--- src/rtl/msg_pkg.sv ---
// Shared message-frame definitions for the send and receive drivers:
// sync word, header field placement, FSM encoding and length-to-word helper.
package msg_pkg;

  localparam logic [31:0] SYNC_WORD_DEF = 32'hFDF7_EB90;
  localparam int          HDR_W         = 128;

  localparam int SYNC_LSB  = 96;
  localparam int SYNC_W    = 32;
  localparam int FLEN_LSB  = 80;
  localparam int FLEN_W    = 16;
  localparam int TYPE_LSB  = 64;
  localparam int TYPE_W    = 4;
  localparam int CNT_LSB   = 48;
  localparam int CNT_W     = 16;
  localparam int SRC_LSB   = 40;
  localparam int DES_LSB   = 32;
  localparam int DTYPE_LSB = 24;
  localparam int CHAN_LSB  = 16;
  localparam int ID_W      = 8;
  localparam int LEN_LSB   = 0;
  localparam int LEN_W     = 16;

  typedef enum logic [1:0] {
    ST_IDLE    = 2'd0,
    ST_HEADER  = 2'd1,
    ST_PAYLOAD = 2'd2
  } state_e;

  // ceil(len/16) as a 12-bit count of 128-bit payload words
  function automatic logic [11:0] words_from_len(input logic [15:0] len);
    return len[15:4] + {11'd0, |len[3:0]};
  endfunction

endpackage

--- src/rtl/msg_header_pack.sv ---
// Combinational packing of message fields into the 128-bit frame header;
// the receiver's unpacker uses the same field offsets in reverse.
module msg_header_pack
  import msg_pkg::*;
#(
  parameter logic [31:0] SYNC_WORD = SYNC_WORD_DEF
) (
  input  logic [15:0]      i_flen,
  input  logic [3:0]       i_ftype,
  input  logic [15:0]      i_cnt,
  input  logic [7:0]       i_src,
  input  logic [7:0]       i_des,
  input  logic [7:0]       i_dtype,
  input  logic [7:0]       i_chan,
  input  logic [15:0]      i_len,
  output logic [HDR_W-1:0] o_hdr
);

  always_comb begin
    o_hdr                        = '0;
    o_hdr[SYNC_LSB  +: SYNC_W]   = SYNC_WORD;
    o_hdr[FLEN_LSB  +: FLEN_W]   = i_flen;
    o_hdr[TYPE_LSB  +: TYPE_W]   = i_ftype;
    o_hdr[CNT_LSB   +: CNT_W]    = i_cnt;
    o_hdr[SRC_LSB   +: ID_W]     = i_src;
    o_hdr[DES_LSB   +: ID_W]     = i_des;
    o_hdr[DTYPE_LSB +: ID_W]     = i_dtype;
    o_hdr[CHAN_LSB  +: ID_W]     = i_chan;
    o_hdr[LEN_LSB   +: LEN_W]    = i_len;
  end

endmodule

--- src/rtl/msg_send_driver.sv ---
// Transmit driver: accepts a message request, writes its header and then
// passes the payload words straight through to the outbound FIFO.
module msg_send_driver
  import msg_pkg::*;
#(
  parameter logic [31:0] SYNC_WORD     = SYNC_WORD_DEF,
  parameter logic [15:0] MAX_LEN_BYTES = 16'd1024,
  parameter logic [15:0] CNT_INIT      = 16'h0000
) (
  input  logic         sys_clk_i,
  input  logic         rst_i,
  input  logic         req_valid_i,
  output logic         req_ready_o,
  input  logic [3:0]   req_type_i,
  input  logic [7:0]   req_src_i,
  input  logic [7:0]   req_des_i,
  input  logic [7:0]   req_data_type_i,
  input  logic [7:0]   req_channel_i,
  input  logic [15:0]  req_len_i,
  input  logic         pld_valid_i,
  output logic         pld_ready_o,
  input  logic [127:0] pld_data_i,
  output logic         wr_en_o,
  output logic [127:0] wr_dout_o,
  input  logic         wr_full_i,
  output logic [15:0]  frame_cnt_o,
  output logic         busy_o,
  output logic         err_len_o
);

  state_e             r_state;
  logic [HDR_W-1:0]   r_hdr;
  logic [11:0]        r_rem;
  logic [15:0]        r_cnt;
  logic               r_err;

  logic [11:0]        w_pw;
  logic [15:0]        w_flen;
  logic [HDR_W-1:0]   w_hdr;
  logic               w_wr_en;
  logic [127:0]       w_dout;
  logic               w_pld_rdy;

  assign w_pw   = words_from_len(req_len_i);
  assign w_flen = {4'd0, w_pw} + 16'd1;

  msg_header_pack #(
    .SYNC_WORD (SYNC_WORD)
  ) u_pack (
    .i_flen  (w_flen),
    .i_ftype (req_type_i),
    .i_cnt   (r_cnt),
    .i_src   (req_src_i),
    .i_des   (req_des_i),
    .i_dtype (req_data_type_i),
    .i_chan  (req_channel_i),
    .i_len   (req_len_i),
    .o_hdr   (w_hdr)
  );

  // Write path is combinational so payload passes with zero added latency
  always_comb begin
    w_wr_en   = 1'b0;
    w_dout    = '0;
    w_pld_rdy = 1'b0;
    case (r_state)
      ST_HEADER: begin
        w_wr_en = !wr_full_i;
        w_dout  = w_wr_en ? r_hdr : '0;
      end
      ST_PAYLOAD: begin
        w_pld_rdy = !wr_full_i;
        w_wr_en   = pld_valid_i && !wr_full_i;
        w_dout    = w_wr_en ? pld_data_i : '0;
      end
      default: ;
    endcase
  end

  always_ff @(posedge sys_clk_i) begin
    if (rst_i) begin
      r_state <= ST_IDLE;
      r_hdr   <= '0;
      r_rem   <= '0;
      r_cnt   <= CNT_INIT;
      r_err   <= 1'b0;
    end else begin
      r_err <= 1'b0;
      case (r_state)
        ST_IDLE: begin
          if (req_valid_i) begin
            if (req_len_i > MAX_LEN_BYTES) begin
              r_err <= 1'b1;
            end else begin
              r_hdr   <= w_hdr;
              r_rem   <= w_pw;
              r_state <= ST_HEADER;
            end
          end
        end
        ST_HEADER: begin
          if (w_wr_en) begin
            r_cnt   <= r_cnt + 16'd1;
            r_state <= (r_rem == 12'd0) ? ST_IDLE : ST_PAYLOAD;
          end
        end
        ST_PAYLOAD: begin
          if (w_wr_en) begin
            r_rem <= r_rem - 12'd1;
            if (r_rem == 12'd1) r_state <= ST_IDLE;
          end
        end
        default: r_state <= ST_IDLE;
      endcase
    end
  end

  assign req_ready_o = (r_state == ST_IDLE);
  assign busy_o      = (r_state != ST_IDLE);
  assign pld_ready_o = w_pld_rdy;
  assign wr_en_o     = w_wr_en;
  assign wr_dout_o   = w_dout;
  assign frame_cnt_o = r_cnt;
  assign err_len_o   = r_err;

endmodule

--- config.mk ---
export PLATFORM = sky130hd
export DESIGN_NAME = msg_send_driver
export DESIGN_NICKNAME = d
export VERILOG_FILES = /design/src/rtl/msg_pkg.sv /design/src/rtl/msg_header_pack.sv /design/src/rtl/msg_send_driver.sv
export SDC_FILE = /design/constraint.sdc
export NUM_CORES = 1
export LEC_CHECK = 0
export ABC_AREA = 1
export BUFFER_PORTS_ARGS = -buffer_cell sky130_fd_sc_hd__buf_2
export CAP_MARGIN = 25
export CORE_ASPECT_RATIO = 1.1
export CORE_UTILIZATION = 45
export DETAILED_ROUTE_END_ITERATION = 8
export PLACE_DENSITY_LB_ADDON = 0.2
export SYNTH_ARGS = -nofsm -noshare
export SYNTH_HDL_FRONTEND = slang
export SYNTH_HIERARCHICAL = 1
export SYNTH_SLANG_ARGS = --single-unit
--- constraint.sdc ---
create_clock -name sys_clk_i -period 2.7 [get_ports sys_clk_i]
set_input_delay 0.405 -clock sys_clk_i [delete_from_list [all_inputs] [get_ports sys_clk_i]]
set_output_delay 0.405 -clock sys_clk_i [all_outputs]
set_load 0.01 [all_outputs]
==> summary.md, run 1 <==
The flow ran to the end, and the final reports show no timing, DRC or antenna violations. For the fill cell instance count of the final layout, the log shows 2,293. For the normalized max-slew margin, the log shows 44.3%. The startpoint identified for the worst hold timing path is req_type_i[3]. The first-pass GRT wire length is 51.3 mm. The post-CTS setup-driven buffer insertion count is 0, and the CTS sink count is 159. In the global route stage, overall resource usage came out at 27.4%.

The power density of the placed cells came out at 507 nW/µm². The top cell types in the final layout, fill and taps aside, are 389 x sky130_fd_sc_hd__nand2_1, 331 x sky130_fd_sc_hd__buf_2, 289 x sky130_fd_sc_hd__nand3_1, 265 x sky130_fd_sc_hd__a21oi_1, 159 x sky130_fd_sc_hd__dfxtp_1. The share of layout cells above drive strength 1 came out at 23.9%. During I/O placement, the number of pins put on the boundary was 334. Summed over all layers, the global routing overflow is 0.

The detail route stage leaves a number of antenna-violating nets equal to 0. The congestion estimate from routability-driven global placement came to 0.892. At the pin with the least slew margin, the transition time is 836 ps. Prior to clock tree synthesis, the placed netlist has a worst setup slack of 146 ps.

The maximum buffer depth of the clock tree is 2. The detail-routed net length per standard cell works out to 15.5 µm. TritonCTS built the clock tree. Of all nets on the critical path, the largest fanout is 69.

The tightest min-delay check is of the in2reg type. The die covers 23,200 µm². The initial antenna violation count is 1, and the count of state elements after synthesis is 159. The worst hold path terminates at r_hdr[67]$_SDFFE_PP0P_. The leakage component of the power was 4.80 nW. The final critical path takes up 95.0% of the cycle. For this block, the routed nets add up to 32.1 mm of wire. After Yosys synthesis, XOR and XNOR cells account for 0.689% of the synthesized area. Post-synthesis sequential area ratio: 31.3%.

The logs give 6 for the number of iterations in the first detailed-routing pass and 430 ps for the latest clock arrival within the worst-skew pair. Setup total negative slack on the finished layout was measured at 0 ps. The cell area that synthesis handed to floorplanning was 10,200 µm².

Post-synthesis average cell area: 6.41 µm². Max-slew violation count: 0. In this run the critical register-to-register path is launched from r_state[0]$_SDFFE_PP0P_.

The via count of the first global-routing pass was 9,675. For the final hold violation count, the log shows 0. The number of clock buffers added by TritonCTS is 17. Start-to-end type of the worst setup path: reg2out. Static timing analysis puts the maximum clock frequency at 390 MHz.

The clock period minus worst slack was 2570 ps. Setup repair after global routing left no endpoint under its margin. The worst register-to-register path has a setup slack of 590 ps. The tools report the estimated wirelength of the detail-placed design as 22.3 mm. STA puts the critical path data arrival time at 2160 ps. The final layout contains 1,950 nets. Using the TritonRoute via totals, the vias-per-cell ratio works out to 5.21. The gate count after technology mapping came out at 1,585.

Kind of start point of the critical path: a flip-flop. The synthesized netlist contains 33 unique library cells. The critical path starts at r_state[0]$_SDFFE_PP0P_. The setup slack of the critical path after layout is 135 ps, and the number of max-cap violations is 0.

The synthesis-to-layout area growth was 16.3%; the number of buffers inserted by hold repair at cts was 0. The worst clock skew was 10.6 ps; the height of the chip was 160 µm. For the post-cts repair resize count, the log shows 0. The synthesis warning total was 6. The worst setup path is captured at an output port. Measured along the x axis, the die boundary spans 145 µm.

The arithmetic-cell share of the synthesized area counting full adders, half adders and majority gates was 1.23%. Input and output buffers added on the ports amount to 333. After clock tree synthesis, the clock-pin slew on the worst setup and hold paths is 70 ps. The endpoint identified for the worst register-to-register timing path is frame_cnt_o[11]$_SDFFE_PP0P_. For this block, the via count after detailed routing is 10,754.

The floorplan step defined a core boundary enclosing 22,100 µm². The library cell used most frequently in the layout, excluding fill and tap cells, is sky130_fd_sc_hd__nand2_1. IR analysis of the VDD net gives a maximum drop of 0.000459 V. The run gives 0 as the number of design rule violations left after detail routing. The basic-gate share of the synthesized area counting and, or, nand and nor cells was 33.3%; the share of cell area taken by muxes after synthesis was 0%.

By area, the combinational part of the netlist is dominated by simple AND/OR/NAND/NOR gates. The maximum number of pins on one net before global-route repair was 129; the critical path required time was 2300 ps. For this configuration, the core starts out at a cell density of 46.0%. Setup violations remaining at the end of the flow were counted as 0.

The cell depth of the worst flop-to-flop path was 9; the H-tree depth was 4. The floorplan has 57 rows. In this run the clock root is driven by a sky130_fd_sc_hd__clkbuf_16.

The area fraction in compound gates after synthesis was 15.6%. The initial DRC count is 732, and the number of cells on the worst hold path is 3.
==> metrics by stage <==
step,utilization [%],std cells,area [µm²],hold slack (ps),power [W]
2_1_floorplan,-,1629,10300,440,0.00325
3_3_place_gp,50.7,2031,11200,452,0.00349
4_1_cts,53.4,2062,11800,208,0.00604
3_5_place_dp,50.7,2031,11200,456,0.00350
6_report,53.5,2063,11800,221,0.00600
5_1_grt,53.5,2063,11800,216,0.00628
==> worst max-delay path, stage by stage (launching register included) <==
cell                      delay, ps
sky130_fd_sc_hd__dfxtp_1        350
sky130_fd_sc_hd__inv_1          100
sky130_fd_sc_hd__ha_1           170
sky130_fd_sc_hd__inv_1           80
sky130_fd_sc_hd__nor2_4         140
sky130_fd_sc_hd__buf_12         270
sky130_fd_sc_hd__nand3_1        110
sky130_fd_sc_hd__a21oi_1        260
sky130_fd_sc_hd__buf_2          190
==> routing by layer <==
metal / track usage [%] / wire length [µm] / up-vias
li1: - / - / 5395
met3: 3.43 / 1740 / 55
met4: 10.0 / 756 / 0
met2: 46.1 / 15400 / 378
met1: 35.9 / 14100 / 4926
met5: 0 / 0 / -
==> report_power, final <==
group	total, W	leakage, nW	switching (W)	internal (W)
clock network	0.00254	0.292	0.00105	0.00149
registers	0.00241	1.28	0.0000243	0.00238
logic	0.00105	3.23	0.000702	0.000349
==> logic make-up (layout without fill, tap and decap cells) <==
group,count (synthesis),in the layout
compound gates,306,306
other cells,3,48
fa+ha+maj,10,10
flops,159,159
buf+inv,315,453
simple gates,784,784
xor+xnor,8,8
==> worst max-delay path by stage <==
stage | depth (start not counted) | end | slack (ps)
2_1_floorplan | 14 | r_hdr[92]$_SDFFE_PP0P_ | 480
3_3_place_gp | 14 | r_hdr[92]$_SDFFE_PP0P_ | 210
3_5_place_dp | 14 | r_hdr[92]$_SDFFE_PP0P_ | 150
4_1_cts | 6 | wr_dout_o[91] | 10
5_1_grt | 8 | wr_dout_o[113] | 40
6_report | 8 | wr_dout_o[113] | 130
==> layout make-up <==
type | count | area [µm²] | area share (%)
clock inverter | 13 | 176 | 1.49
tap | 295 | 369 | 3.12
antenna | 1 | 2.50 | 0.0212
clock buffer | 18 | 439 | 3.71
inverter | 66 | 260 | 2.20
timing repair buffer | 356 | 2020 | 17.1
sequential | 159 | 3180 | 26.9
multi-input combinational | 1155 | 5380 | 45.5
==> sequential cells by signal (all words and copies together) (netlist names) <==
register	cells
r_rem	12
r_hdr	128
frame_cnt_o	16
r_state	2
err_len_o	1
==> Yosys cell counts, drive strengths merged <==
cell type	n	share of area, %
conb	3	0.11
nand4	8	0.49
o21bai	1	0.074
a31oi	2	0.12
inv	66	2.4
dfxtp	159	31
nand3	290	14
a21o	1	0.074
a21oi	276	14
a211oi	1	0.074
o21a	1	0.074
xnor2	2	0.17
a22oi	2	0.15
o21ai	22	1.1
clkbuf	75	2.8
xor2	6	0.52
nor3	3	0.15
nor2	82	3.2
buf	174	13
nand2	401	15
ha	10	1.2
Power figures use the tool's default switching activity.
==> run 2, diff against run 1 <==
--- a/config.mk
+++ b/config.mk
@@ -14,2 +14,3 @@
 export PLACE_DENSITY_LB_ADDON = 0.2
+export SKIP_LAST_GASP = 1
 export SYNTH_ARGS = -nofsm -noshare
==> constraint.sdc (replaced) <==
create_clock -name sys_clk_i -period 2.7 [get_ports sys_clk_i]
set_input_delay 0.54 -clock sys_clk_i [delete_from_list [all_inputs] [get_ports sys_clk_i]]
set_output_delay 0.54 -clock sys_clk_i [all_outputs]
set_load 0.01 [all_outputs]
==> run 2 against run 1 <==
  * Critical path depth decreased by 2
  * Setup slack got worse by 120 ps
  * Largest power group unchanged
  * Register-to-register slack got worse by 20 ps
  * Critical endpoint is now wr_dout_o[91]
  * Critical path type unchanged
==> summary.md, run 2 (synthesis results as in run 1) <==
The flow ran to the end, and the final reports show no timing, DRC or antenna violations. Multi-input gate area in the final layout: 5390 µm² (+0.23%). The logs give 0 (unchanged) for the setup-violating endpoint count in the final report and 33.5 mm (+4.6%) for the aggregate routed wire length. The tools report the maximum frequency from static timing analysis as 372 MHz (-4.6%).

Clock tree synthesis selected as its root buffer the cell sky130_fd_sc_hd__clkbuf_16. The CTS sink count was 159 (unchanged); the highest fanout seen on the critical path was 47 (-32%). The initial antenna violation count is 3 (+2). The final period utilization was 99.6% (+4.5 points); the number of max-cap violations was 0 (unchanged). The tools report the final hold violation count as 0 (unchanged).

The run gives 54.1% (+0.64 points) as the final design utilization. The layer flagged by global routing as most heavily used is met2. Leaving out fill and tap cells, the most frequent cell in the layout is sky130_fd_sc_hd__nand2_1.

The number of nets in the final layout came out at 1,960 (+0.51%). For the initial standard-cell utilization of the core, the log shows 46.0% (unchanged). Register clock-pin slew on the reported worst setup and hold paths: 70 ps (about the same).

The endpoint kind of the worst setup timing path is an output port. The number of port buffers is 333 (unchanged), and the boundary pin count is 334 (unchanged). The transition at the pin with the smallest max-transition slack was 748 ps (-87.6 ps); the final RePlAce weighted congestion was 0.919 (+3.1%). The first-pass GRT wire length is 50.1 mm (-2.3%), and the number of iterations in the first detailed-routing pass is 7 (+1).

Height of the chip: 160 µm (unchanged). The run gives 44.2% (-1.9 points) as the met2 capacity usage during global routing. Setup repair after global routing could not meet its margin everywhere.

Power density of the placed cells: 500 nW/µm² (-1.4%). The clock buffer count from CTS is 17 (unchanged), and the number of rows created at floorplan is 57 (unchanged). The max-slew violation count came out at 0 (unchanged). The met1 capacity usage during global routing is 34.6% (-1.3 points). The logs give 420 ps (about the same) for the latest clock arrival within the worst-skew pair and 139 (+7.8%) for the maximum number of pins on one net before global-route repair. The aggregate global-route resource usage was 26.8% (-0.64 points); the via count of the first global-routing pass was 9,576 (-1.0%).

The register containing the most flip-flops in the final layout is r_hdr. The worst reg-to-reg setup slack came out at 570 ps (-20 ps). For the maximum buffer depth of the clock tree, the log shows 2 (unchanged). In the layout the commonest cells are 389 x sky130_fd_sc_hd__nand2_1, 331 x sky130_fd_sc_hd__buf_2, 289 x sky130_fd_sc_hd__nand3_1, 265 x sky130_fd_sc_hd__a21oi_1, 158 x sky130_fd_sc_hd__dfxtp_1. The start-to-end type of the worst setup path was reg2out. The design area was 12,000 µm² (+1.2%). The run gives 50.1% (+5.8 points) as the normalized max-slew margin. The leakage component of the power is 4.87 nW (+1.4%), and the number of design rule violations left after detail routing is 0 (unchanged). The met3 routing resource usage after global routing is 4.29% (+0.86 points), and the flip-flop count of the largest register after layout is 128 (unchanged). Cell area reported after detailed placement: 11,200 µm² (+0.20%).

For the initial DRC count, the log shows 893 (+22%). The synthesis-to-layout area growth is 17.7%, and the fill cell instance count of the final layout is 2,277 (-0.70%). The core area was 22,100 µm² (unchanged); the H-tree depth was 4 (unchanged). The estimated wirelength of the detail-placed design came out at 22.1 mm (-0.58%).

The remaining global-route overflow was 0 (unchanged). The number of vias after detailed routing is 10,964 (+2.0%), and the total area of sequential cells is 3180 µm² (about the same). The run gives 23,200 µm² (unchanged) as the area of the die. The horizontal extent of the die is 145 µm (unchanged).

Path category of the worst min-delay check: in2reg. The critical path required time is 2160 ps (-140 ps). The post-route antenna net violation count is 0 (unchanged), and the share of layout cells above drive strength 1 is 24.5% (+0.58 points).

TritonCTS built the clock tree. The worst clock skew came out at 9.16 ps (-1.45 ps). The mean number of vias per cell was 5.28 (+1.3%); the number of buffers inserted by hold repair at cts was 0 (unchanged). The kind of start point of the critical path was a flip-flop. Detail-routed net length per standard cell: 16.1 µm (+3.9%). The critical path data arrival time is 2150 ps (about the same), and the clock period minus worst slack is 2690 ps (+123 ps). The tools report the worst-case vdd ir drop as 0.000441 V (-3.9%).
## run 2: per-stage QoR
stage / total power, W / worst slack [ps] / TNS [ps] / instances / hold WS (ps)
after floorplan: 0.00325 / 343 / 0 / 1629 / 440
after global placement: 0.00350 / 81.2 / 0 / 2034 / 450
after detailed placement: 0.00351 / 10.3 / 0 / 2034 / 456
after CTS: 0.00594 / 24.2 / 0 / 2066 / 347
after global routing: 0.00626 / -62.4 / -266 / 2075 / 355
final: 0.00599 / 12.0 / 0 / 2077 / 361
## run 2: worst max-delay path: stages, from the launching register on
cell and delay, ps:
sky130_fd_sc_hd__dfxtp_1 320, sky130_fd_sc_hd__inv_1 150, sky130_fd_sc_hd__ha_4 310, sky130_fd_sc_hd__buf_12 270, sky130_fd_sc_hd__nand3_1 200, sky130_fd_sc_hd__a21oi_1 280
sky130_fd_sc_hd__buf_2 180
## run 2: layout make-up
type | instances | share of cell area (%)
clock inverter | 14 | 1.32
antenna | 4 | 0.0836
timing repair buffer | 365 | 17.9
tap | 295 | 3.08
multi-input combinational | 1155 | 45.0
timing repair inverter | 1 | 0.0732
clock buffer | 18 | 3.59
inverter | 66 | 2.33
sequential | 159 | 26.6
## run 2: repair_timing
action                                  in CTS  in global routing
gates resized for setup                      3                 10
endpoints found under the setup margin      78                 94
setup buffers                                0                  2
pin swaps                                    0                  1
endpoints found under the hold margin        0                  0
gates cloned                                 0                  5
## run 2: where the power goes
group          internal [W]  total [W]  switching (W)
sequential          0.00238    0.00241      0.0000255
combinational      0.000399    0.00115       0.000749
clock               0.00138    0.00243        0.00105
total               0.00416    0.00599        0.00182
## run 2: per-layer routing
metal	wire length [µm]	vias to the layer above
li1	-	5421
met1	14700	5055
met2	16000	427
met3	1850	61
met4	975	0
met5	0	-
## run 2: final timing paths
kind                                                endpoint                     from  depth (start not counted)
worst min-delay path                  r_hdr[18]$_SDFFE_PP0P_         req_channel_i[2]                          3
worst min register to register         r_rem[1]$_SDFFE_PP0P_    r_rem[1]$_SDFFE_PP0P_                          2
worst max-delay path                           wr_dout_o[91]  r_state[1]$_SDFFE_PP0P_                          6
worst max register to register  frame_cnt_o[11]$_SDFFE_PP0P_  r_state[1]$_SDFFE_PP0P_                          9
